--- config.mk ---
export PLATFORM = sky130hd
export DESIGN_NAME = div_scheduler_flat
export DESIGN_NICKNAME = d
export VERILOG_FILES = /design/src/rtl/div_scheduler_pkg.sv /design/src/rtl/div_scheduler_if.sv /design/src/rtl/div_scheduler_core.sv /design/src/rtl/div_scheduler.sv /design/src/flat_wrapper.sv
export SDC_FILE = /design/constraint.sdc
export NUM_CORES = 1
export LEC_CHECK = 0
export ABC_AREA = 0
export ABC_CLOCK_PERIOD_IN_PS = 2900
export CORE_ASPECT_RATIO = 0.7
export CORE_MARGIN = 1.5
export CORE_UTILIZATION = 44
export CTS_CLUSTER_DIAMETER = 120
export DETAILED_ROUTE_END_ITERATION = 16
export PLACE_DENSITY = 0.78
export RECOVER_POWER = 100
export SYNTH_ARGS = -nofsm -noshare
export SYNTH_HDL_FRONTEND = slang
export SYNTH_SLANG_ARGS = --single-unit
--- constraint.sdc ---
create_clock -name clk_in -period 2.9 [get_ports clk_in]
set_input_delay 0.87 -clock clk_in [delete_from_list [all_inputs] [get_ports clk_in]]
set_output_delay 0.87 -clock clk_in [all_outputs]
set_load 0.02 [all_outputs]
--- src/rtl/div_scheduler_pkg.sv ---
// Shared state encoding and round-robin pick helper for the divider scheduler.
package div_sched_pkg;

    typedef enum logic [1:0] {
        IDLE = 2'd0,
        LOAD = 2'd1,
        RUN  = 2'd2,
        DONE = 2'd3
    } state_t;

    localparam int MAX_REQ = 16;
    localparam int IDX_W   = 4;

    // First set bit at or after rr, wrapping within n requesters.
    // Scanning offsets high-to-low lets the smallest offset win last.
    function automatic logic [IDX_W-1:0] rr_pick(input logic [MAX_REQ-1:0] req,
                                                 input logic [IDX_W-1:0]   rr,
                                                 input int                 n);
        int               idx;
        logic [IDX_W-1:0] i4;
        rr_pick = '0;
        for (int off = MAX_REQ - 1; off >= 0; off--) begin
            if (off < n) begin
                idx = (int'(rr) + off) % n;
                i4  = IDX_W'(idx);
                if (req[i4]) rr_pick = i4;
            end
        end
    endfunction

endpackage

--- src/rtl/div_scheduler_if.sv ---
// Requester-side bundle of the divider scheduler: requests in, grant and divided clock out.
interface div_scheduler_if #(
    parameter int NUM_REQ   = 4,
    parameter int DIV_WIDTH = 32,
    parameter int CNT_WIDTH = 8
);
    logic [NUM_REQ-1:0]           req;
    logic [NUM_REQ*DIV_WIDTH-1:0] div_value;
    logic [NUM_REQ*CNT_WIDTH-1:0] edge_count;
    logic [NUM_REQ-1:0]           grant;
    logic                         clk_out;
    logic                         tick;
    logic                         busy;
    logic                         done;
    logic                         abort;

    modport master (
        output req, div_value, edge_count,
        input  grant, clk_out, tick, busy, done, abort
    );

    modport slave (
        input  req, div_value, edge_count,
        output grant, clk_out, tick, busy, done, abort
    );
endinterface

--- src/rtl/div_scheduler_core.sv ---
// Shared divider datapath: loadable wrap counter driving a toggle flop.
module div_core #(
    parameter int DIV_WIDTH = 32
) (
    input  logic                 clk_in,
    input  logic                 reset,
    input  logic                 load,
    input  logic                 run,
    input  logic                 clr,
    input  logic [DIV_WIDTH-1:0] d,
    output logic                 clk_out,
    output logic                 tick,
    output logic                 wrap
);
    logic [DIV_WIDTH-1:0] d_q;
    logic [DIV_WIDTH-1:0] cnt;

    // Equality compare keeps D = all-ones legal without an overflow bit.
    assign wrap = run && (cnt == d_q);

    always_ff @(posedge clk_in or posedge reset) begin
        if (reset) begin
            d_q     <= '0;
            cnt     <= '0;
            clk_out <= 1'b0;
            tick    <= 1'b0;
        end else begin
            tick <= 1'b0;
            if (clr) begin
                cnt     <= '0;
                clk_out <= 1'b0;
            end else if (load) begin
                d_q <= d;
                cnt <= '0;
            end else if (run) begin
                if (wrap) begin
                    cnt     <= '0;
                    clk_out <= ~clk_out;
                    tick    <= 1'b1;
                end else begin
                    cnt <= cnt + 1'b1;
                end
            end
        end
    end
endmodule

--- src/rtl/div_scheduler.sv ---
// Round-robin owner of one clock divider: grants a requester, runs its edge budget, parks low.
module div_scheduler
    import div_sched_pkg::*;
#(
    parameter int NUM_REQ   = 4,
    parameter int DIV_WIDTH = 32,
    parameter int CNT_WIDTH = 8
) (
    input logic            clk_in,
    input logic            reset,
    div_scheduler_if.slave bus
);
    localparam int SEL_W = (NUM_REQ > 1) ? $clog2(NUM_REQ) : 1;

    state_t               state;
    logic [SEL_W-1:0]     sel;
    logic [SEL_W-1:0]     rr;
    logic [SEL_W-1:0]     sel_next;
    logic [CNT_WIDTH-1:0] e_left;
    logic [NUM_REQ-1:0]   grant_q;
    logic                 done_q;
    logic                 abort_q;
    logic [IDX_W-1:0]     pick_idx;
    logic [DIV_WIDTH-1:0] d_sel;
    logic [CNT_WIDTH-1:0] e_sel;
    logic                 owner_req;
    logic                 drop;
    logic                 wrap;

    assign pick_idx  = rr_pick(MAX_REQ'(bus.req), IDX_W'(rr), NUM_REQ);
    assign d_sel     = bus.div_value[int'(sel)*DIV_WIDTH +: DIV_WIDTH];
    assign e_sel     = bus.edge_count[int'(sel)*CNT_WIDTH +: CNT_WIDTH];
    assign owner_req = bus.req[sel];
    assign sel_next  = (int'(sel) == NUM_REQ - 1) ? '0 : sel + 1'b1;
    // An owner dropping req preempts everything, including a final toggle.
    assign drop      = ((state == LOAD) || (state == RUN)) && !owner_req;

    div_core #(.DIV_WIDTH(DIV_WIDTH)) u_core (
        .clk_in  (clk_in),
        .reset   (reset),
        .load    ((state == LOAD) && owner_req),
        .run     ((state == RUN) && owner_req),
        .clr     (drop || (state == DONE)),
        .d       (d_sel),
        .clk_out (bus.clk_out),
        .tick    (bus.tick),
        .wrap    (wrap)
    );

    always_ff @(posedge clk_in or posedge reset) begin
        if (reset) begin
            state   <= IDLE;
            sel     <= '0;
            rr      <= '0;
            e_left  <= '0;
            grant_q <= '0;
            done_q  <= 1'b0;
            abort_q <= 1'b0;
        end else begin
            done_q  <= 1'b0;
            abort_q <= 1'b0;
            if (drop) begin
                abort_q <= 1'b1;
                grant_q <= '0;
                rr      <= sel_next;
                state   <= IDLE;
            end else begin
                case (state)
                    IDLE: if (|bus.req) begin
                        sel     <= SEL_W'(pick_idx);
                        grant_q <= NUM_REQ'(1) << pick_idx;
                        state   <= LOAD;
                    end
                    LOAD: begin
                        e_left <= (e_sel == '0) ? CNT_WIDTH'(1) : e_sel;
                        state  <= RUN;
                    end
                    RUN: if (wrap) begin
                        e_left <= e_left - CNT_WIDTH'(1);
                        if (e_left == CNT_WIDTH'(1)) begin
                            done_q <= 1'b1;
                            state  <= DONE;
                        end
                    end
                    DONE: begin
                        grant_q <= '0;
                        rr      <= sel_next;
                        state   <= IDLE;
                    end
                    default: state <= IDLE;
                endcase
            end
        end
    end

    assign bus.grant = grant_q;
    assign bus.done  = done_q;
    assign bus.abort = abort_q;
    assign bus.busy  = (state != IDLE);
endmodule

--- src/flat_wrapper.sv ---
// flat-port wrapper written by rule: the top's interface ports become plain ports
module div_scheduler_flat import div_sched_pkg::*;
#(
    parameter int NUM_REQ   = 4,
    parameter int DIV_WIDTH = 32,
    parameter int CNT_WIDTH = 8
)
  (clk_in, reset, bus_req, bus_div_value, bus_edge_count, bus_grant, bus_clk_out, bus_tick, bus_busy, bus_done, bus_abort);
  div_scheduler_if #(.NUM_REQ(NUM_REQ), .DIV_WIDTH(DIV_WIDTH), .CNT_WIDTH(CNT_WIDTH)) bus_i ();
  input logic clk_in;
  input logic reset;
  input wire logic [$bits(bus_i.req)-1:0] bus_req;
  input wire logic [$bits(bus_i.div_value)-1:0] bus_div_value;
  input wire logic [$bits(bus_i.edge_count)-1:0] bus_edge_count;
  output wire logic [$bits(bus_i.grant)-1:0] bus_grant;
  output wire logic [$bits(bus_i.clk_out)-1:0] bus_clk_out;
  output wire logic [$bits(bus_i.tick)-1:0] bus_tick;
  output wire logic [$bits(bus_i.busy)-1:0] bus_busy;
  output wire logic [$bits(bus_i.done)-1:0] bus_done;
  output wire logic [$bits(bus_i.abort)-1:0] bus_abort;
  assign bus_i.req = bus_req;
  assign bus_i.div_value = bus_div_value;
  assign bus_i.edge_count = bus_edge_count;
  assign bus_grant = bus_i.grant;
  assign bus_clk_out = bus_i.clk_out;
  assign bus_tick = bus_i.tick;
  assign bus_busy = bus_i.busy;
  assign bus_done = bus_i.done;
  assign bus_abort = bus_i.abort;
  div_scheduler #(.NUM_REQ(NUM_REQ), .DIV_WIDTH(DIV_WIDTH), .CNT_WIDTH(CNT_WIDTH)) u_core (.clk_in(clk_in), .reset(reset), .bus(bus_i));
endmodule
==> results.toml, run 1 <==
[synthesis]
dominantRegCellSynth = "dfrtp_1"
synthArstFlopShare_pct = 100
netlist_area_um2 = 5860
yosysWarnings = 0
synthTopCellsByArea = "dfrtp_1 (37%), mux4_2 (16%), mux2_2 (6.3%)"
synth_edf_count = 0
synth-seq-cells = 86
ys_seq_area_share_pct = 36.7
synthesis.instances = 555
synth_nets = 730
synthDistinctLibCells = 60
syn_area_per_cell_um2 = 10.6
synth_top_cell_by_area = "dfrtp_1"
synth.top_cell.area_share_pct = 36.7
synth.most_common_cell = "dfrtp_1"
synth_common_cells = "dfrtp_1 (86), nand2_1 (53), mux4_2 (41)"

[clocking]
postCtsSetupRepairBufs = 0
numCtsBuffers = 9
cts_hold_buffers = 0
cts-resized-gates = 0
htree_levels = 3
cts-root-buf = "clkbuf_16"
cts_buffer_depth = 2
clk_latency_ns = 0.35
cts_tree = "built"
path_clk_slew_ns = 0.06
cts.sinks = 86

[pwr]
leakage_nw = 3.22
irDropWorstVdd_uv = 388
power_w = 0.00710
power.density_nw_per_um2 = 859

[placed_design]
gp_congestion = 0.914
dp.final_hpwl_mm = 13.7
dp.cells = 895
io_buffers = 174
place_ws_ns = -0.135

[detailed_routing]
routedWlPerCell_um = 19.3
final_antenna_net_count = 0
drtIter0Drc = 560
dr.pass1.iters = 5
route.detailed.drc = 0
routed_wl_mm = 17.6
vias = 5585
viasPerCell = 6.13

[finish]
finalNonFillerCells = 911
areaGrowthSynthToFinish_pct = 41.1
nets = 915
fillCellCount = 1038
layout-drive-gt1-share_pct = 18.4
n_antenna_cell = 0

[worst_hold_path]
min_path_type = "reg -> reg"
holdPathEnd = "u_core.bus.grant[2]$_DFFE_PP0P_"
hp-start = "u_core.bus.grant[2]$_DFFE_PP0P_"
holdPathStages = 1

[sta]
hold_viol_final = 0
finClkSkew_ns = 0.00960
finalCritPeriodShare_pct = 95.1
setup_viol = 0
slew_violations = 0
rsz0062_at_grt = "no"
fmax_ghz = 0.363
setup-tns-final_ns = 0
tightest_slew_ns = 0.714
setup_ws_ns = 0.142
fin_crit_ns = 2.76
slew_headroom_pct = 52.4

[global_routing]
grt_pass1_vias = 5403
antenna_found_initial = 0
globalRouteMet3Util_pct = 5.39
met2_usage_pct = 40.6
grt_pass1_wl_mm = 27.7
top_usage_layer = "met2"
grt_use_met1_pct = 34.9
globalRouteOverflowTotal = 0
grt_max_degree = 45
track_usage_pct = 25.3

[critical_path]
cp.buffers_inverters = 3
cpPeakStageDelay_ns = 0.67
worstPathRequired_ns = 2.03
path_depth = 4
cp_top_family = "buffers and inverters"
reg2reg_to = "u_core.e_left[4]$_DFFE_PP0P_"
start_kind = "register"
end_kind = "output pin"
slowest_stage = "dlygate4sd3_1"
arrival_ns = 1.89
crit_chain = "inv_1 > ha_1 > inv_1 > dlygate4sd3_1"
r2r_slack_ns = 0.37
worst-path-max-fanout = 4
critical_path_class = "reg -> out"
r2r_cells = 6
crit_path_frequent_cell = "inv_1"
rr_startpoint = "u_core.u_core.cnt[10]$_DFFE_PP0P_"

[job]
maxCapViolCount = 0

[floorplan]
dieArea_um2 = 14000
initial_utilization_pct = 44.7
die_y_um = 99.5
coreArea_um2 = 13100
ioPinCount = 175
num_rows = 35
die_w_um = 141

[run_status]
status = "finished clean"
-- layout by cell type (no fill, tap or decap), types with 6 or more instances in the layout --
| cell | instances |
|---|---|
| nor2_1 | 24 |
| o22ai_1 | 12 |
| a21oi_1 | 6 |
| nand2_1 | 54 |
| buf_4 | 26 |
| clkbuf_1 | 6 |
| o21ai_0 | 14 |
| dfrtp_1 | 84 |
| o311ai_1 | 7 |
| clkbuf_16 | 9 |
| dlygate4sd3_1 | 10 |
| mux2_2 | 33 |
| nand4_1 | 27 |
| ha_1 | 9 |
| clkdlybuf4s50_1 | 164 |
| xnor2_1 | 12 |
| inv_1 | 23 |
| nor4_1 | 12 |
| nand3_1 | 24 |
| nor3_1 | 7 |
| a31oi_1 | 17 |
| and3_1 | 8 |
| mux4_2 | 41 |
| or3_1 | 7 |
| xor2_1 | 20 |
-- worst reg2reg max path: cells and delay by family (launching register included) --
kind / cells / cell delay, ns
DFF: 1 / 0.47
xor gates and xnor gates: 1 / 0.22
and+or+nand+nor: 4 / 1.61
AOI/OAI and AO/OA: 1 / 0.17
-- logic make-up (layout without fill, tap and decap cells) --
family | after synthesis | count (layout) | synth area share, %
xor+xnor | 32 | 32 | 4.79
fa+ha+maj | 9 | 9 | 1.92
buf+inv | 64 | 254 | 4.68
flops | 86 | 86 | 36.7
compound gates | 91 | 91 | 10.7
mux | 75 | 75 | 22.3
simple gates | 198 | 198 | 18.8
-- through the flow --
stage / hold slack (ns) / util, % / area [um^2]
after floorplan: 0.471 / - / 5860
final: 0.505 / 63.1 / 8260
after global placement: 0.476 / 60.9 / 7980
after detailed placement: 0.499 / 60.9 / 7980
after CTS: 0.513 / 63.4 / 8300
after global routing: 0.534 / 63.1 / 8260
-- power breakdown --
part | leakage, nW | total (W) | switching [W] | internal (W)
Sequential | 1.09 | 0.00201 | 0.000401 | 0.00161
Clock | 0.160 | 0.00126 | 0.000478 | 0.000780
Combinational | 1.97 | 0.00383 | 0.00195 | 0.00188
-- worst max path at each step --
| stage | start | slack, ns | endpoint |
|---|---|---|---|
| 2_1_floorplan | bus_req[3] | 0.41 | u_core.u_core.cnt[26]$_DFFE_PP0P_ |
| 3_3_place_gp | bus_req[3] | -0.05 | u_core.u_core.cnt[26]$_DFFE_PP0P_ |
| 3_5_place_dp | bus_req[2] | -0.13 | u_core.state[1]$_DFFE_PP0P_ |
| 4_1_cts | u_core.state[0]$_DFFE_PP0P_ | 0.23 | bus_busy |
| 5_1_grt | u_core.state[0]$_DFFE_PP0P_ | 0.07 | bus_busy |
| 6_report | u_core.state[0]$_DFFE_PP0P_ | 0.14 | bus_busy |
-- sequential cells by signal, indices dropped and copies added (netlist names) --
register	flops
u_core.bus.grant	4
u_core.u_core.d_q	32
u_core.u_core.tick	1
u_core.rr	2
u_core.u_core.clk_out	1
u_core.bus.done	1
u_core.state	2
u_core.u_core.cnt	32
u_core.sel	2
u_core.bus.abort	1
u_core.e_left	8
-- metal layers --
metal	vias to the layer above	part of all wire [%]
li1	2502	-
met1	2750	44
met2	300	46
met3	33	8.2
met4	0	2.2
met5	-	0
-- final cells by class --
| class | instances | area (um^2) | area share (%) |
|---|---|---|---|
| clock buffers | 11 | 243 | 2.94 |
| clock inverters | 5 | 82.6 | 0.999 |
| inverters | 24 | 91.3 | 1.11 |
| multi-input cells | 405 | 3420 | 41.4 |
| flip-flops and latches | 86 | 2150 | 26.1 |
| well taps | 166 | 208 | 2.51 |
| repair buffers | 214 | 2070 | 25.0 |
(Power assumes the default switching activity.)
==> run 2, diff against run 1 <==
--- a/config.mk
+++ b/config.mk
@@ -9,11 +9,12 @@
 export ABC_CLOCK_PERIOD_IN_PS = 2900
 export CORE_ASPECT_RATIO = 0.7
 export CORE_MARGIN = 1.5
-export CORE_UTILIZATION = 44
+export CORE_UTILIZATION = 43
 export CTS_CLUSTER_DIAMETER = 120
 export DETAILED_ROUTE_END_ITERATION = 16
 export PLACE_DENSITY = 0.78
 export RECOVER_POWER = 100
 export SYNTH_ARGS = -nofsm -noshare
 export SYNTH_HDL_FRONTEND = slang
+export SYNTH_HIERARCHICAL = 1
 export SYNTH_SLANG_ARGS = --single-unit
==> run 2 against run 1 <==
Against the previous run:
- the flow now finishes with violations (DRC)
- core utilization grew 1.4 points
- sequential power shrank 5%
- register-to-register slack lost 0.16 ns
- cell area shrank 1.7%
- synthesized area shrank 3.9%
- critical path depth grew 7
- setup slack lost 0.071 ns
- clock-buffer cell count shrank 1
- critical endpoint is now u_core/u_core/cnt[26]$_DFFE_PP0P_
- largest power group unchanged
==> results.toml, run 2 <==
[finish]
finalNonFillerCells = 862
regArea_um2 = 2150
n_antenna_cell = 0
layout_commonest_cell = "clkdlybuf4s50_1"
fillCellCount = 953
areaGrowthSynthToFinish_pct = 44.3
nets = 869
multi_input_area_um2 = 3310
stdcell_area_um2 = 8120
layout-drive-gt1-share_pct = 20.9
final_core_util_pct = 64.5
top_regs = "u_core/u_core/cnt: 32 flops, u_core/u_core/d_q: 32 flops, u_core/e_left: 8 flops"
layout_common_cells = "clkdlybuf4s50_1 (165), dfrtp_1 (84), mux4_2 (41), mux2_2 (37)"

[detailed_routing]
route.detailed.drc = 1
dr.pass1.iters = 13
routedWlPerCell_um = 19.1
vias = 5045
final_antenna_net_count = 0
drtIter0Drc = 606
routed_wl_mm = 16.4
viasPerCell = 5.85

[clocking]
cts_hold_buffers = 0
clk_latency_ns = 0.35
cts.sinks = 86
cts_tree = "built"
path_clk_slew_ns = 0.07
cts_buffer_depth = 2
cts-root-buf = "clkbuf_16"
numCtsBuffers = 9
htree_levels = 3

[global_routing]
antenna_found_initial = 0
grt_pass1_vias = 4968
track_usage_pct = 24.8
globalRouteOverflowTotal = 0
grt_max_degree = 44
grt_pass1_wl_mm = 26.5

[sta]
finalCritPeriodShare_pct = 97.6
tightest_slew_ns = 0.961
slew_violations = 0
setup_ws_ns = 0.0708
hold_viol_final = 0
setup_viol = 0
setup-tns-final_ns = 0
rsz0062_at_grt = "yes"
fmax_ghz = 0.353
finClkSkew_ns = 0.00589
slew_headroom_pct = 35.9
fin_crit_ns = 2.83

[synthesis]
synth_edf_count = 0
syn_area_per_cell_um2 = 11.2
synthArstFlopShare_pct = 100
synth_common_cells = "dfrtp_1 (86), mux4_2 (41), mux2_2 (37)"
synth-seq-cells = 86
synthesis.instances = 503
ys_seq_area_share_pct = 38.2
synthTopCellsByArea = "dfrtp_1 (38%), mux4_2 (16%), mux2_2 (7.4%)"
netlist_area_um2 = 5630
synth_top_cell_by_area = "dfrtp_1"
synth.most_common_cell = "dfrtp_1"
dominantRegCellSynth = "dfrtp_1"
synth.top_cell.area_share_pct = 38.2
yosysWarnings = 6
synth_nets = 677
synthDistinctLibCells = 54

[placed_design]
gp_congestion = 0.903
dp.final_hpwl_mm = 13.0
io_buffers = 174
place_ws_ns = -0.456
dpl_cell_area_um2 = 7760
dp.cells = 845

[floorplan]
die_w_um = 140
die_y_um = 98.7
num_rows = 34
dieArea_um2 = 13800
ioPinCount = 175
coreArea_um2 = 12600
initial_utilization_pct = 44.7

[critical_path]
start_kind = "input pin"
end_kind = "register"
worstPathRequired_ns = 3.13
worst-path-max-fanout = 24
critical_path_class = "in -> reg"
arrival_ns = 3.06

[worst_hold_path]
min_path_type = "reg -> reg"

[pwr]
leakage_nw = 3.41
power.density_nw_per_um2 = 841
irDropWorstVdd_uv = 470

[run_status]
status = "finished, violations left"
failed_checks = "DRC"

[job]
maxCapViolCount = 0
## run 2: cell count changes in the layout (fill, tap and decap cells not counted), sizes merged, moves of 5 or more
cell / change
a31oi: -16
xor2: +14
nor3: +5
clkbuf: -7
nand2: -37
nand4: -17
a21o: +12
o311ai: -8
o21ai: +22
o22ai: -7
xnor2: -6
a21oi: +13
## run 2: routing by layer
metal / wire length (um) / GRT usage (%) / share of wire, %
met5: 0 / 0 / 0
met4: 190 / 5.18 / 1.2
met3: 1160 / 5.15 / 7.1
met2: 7710 / 38.8 / 47
met1: 7380 / 35.8 / 45
## run 2: metrics by stage
stage	power (W)	hold WS, ns
final	0.00683	0.503
after global routing	0.00724	0.531
after CTS	0.00681	0.509
after detailed placement	0.00550	0.494
after global placement	0.00536	0.492
after floorplan	0.00427	0.492
## run 2: layout make-up
cell class	count	share of cell area [%]
Sequential cell	86	26.5
Timing Repair Buffer	207	25.1
Multi-Input combinational cell	369	40.7
Clock buffer	10	2.94
Inverter	22	1.02
Clock inverter	6	1.14
Tap cell	162	2.50
## run 2: what timing repair did
item                                   4_1_cts  5_1_grt
endpoints found under the hold margin        0        0
setup endpoints to repair                    6       17
setup buffers                                0        1
resized for setup                            3       11
pin swaps                                    0        2
## run 2: report_power, final
part	internal [W]	total [W]	switching [W]	leakage, nW
combinational	0.00195	0.00365	0.00170	2.15
clock	0.000784	0.00128	0.000501	0.156
sequential	0.00157	0.00190	0.000329	1.10
total	0.00430	0.00683	0.00253	3.41
## run 2: critical path, stage by stage
cell	delay, ns
clkdlybuf4s50_1	0.44
mux4_2	0.53
buf_4	0.17
o21ba_4	0.19
inv_2	0.08
nor3b_2	0.05
buf_4	0.14
o31ai_4	0.10
buf_12	0.21
o21ai_0	0.10
a21o_1	0.19
## run 2: logic make-up after synthesis
logic type	share of synthesized area, %
adders and majority gates	1.78
DFF	38.2
AOI/OAI and AO/OA	11.1
and+or+nand+nor	14.5
muxes	24.3
xor gates and xnor gates	6.22
buffers and inverters	3.78
## run 2: worst paths after layout
check	from	end	slack, ns	cells past startpoint
setup / recovery	bus_req[2]	u_core/u_core/cnt[26]$_DFFE_PP0P_	0.07	11
hold / removal	u_core/bus.grant[1]$_DFFE_PP0P_	u_core/bus.grant[1]$_DFFE_PP0P_	0.50	2
setup reg to reg	u_core/u_core/cnt[12]$_DFFE_PP0P_	u_core/state[1]$_DFFE_PP0P_	0.21	8
hold reg to reg	u_core/bus.grant[1]$_DFFE_PP0P_	u_core/bus.grant[1]$_DFFE_PP0P_	0.50	2
max in group asynchronous	reset	u_core/u_core/d_q[30]$_DFFE_PP0P_	0.70	3
min in group asynchronous	reset	u_core/u_core/cnt[2]$_DFFE_PP0P_	1.00	2
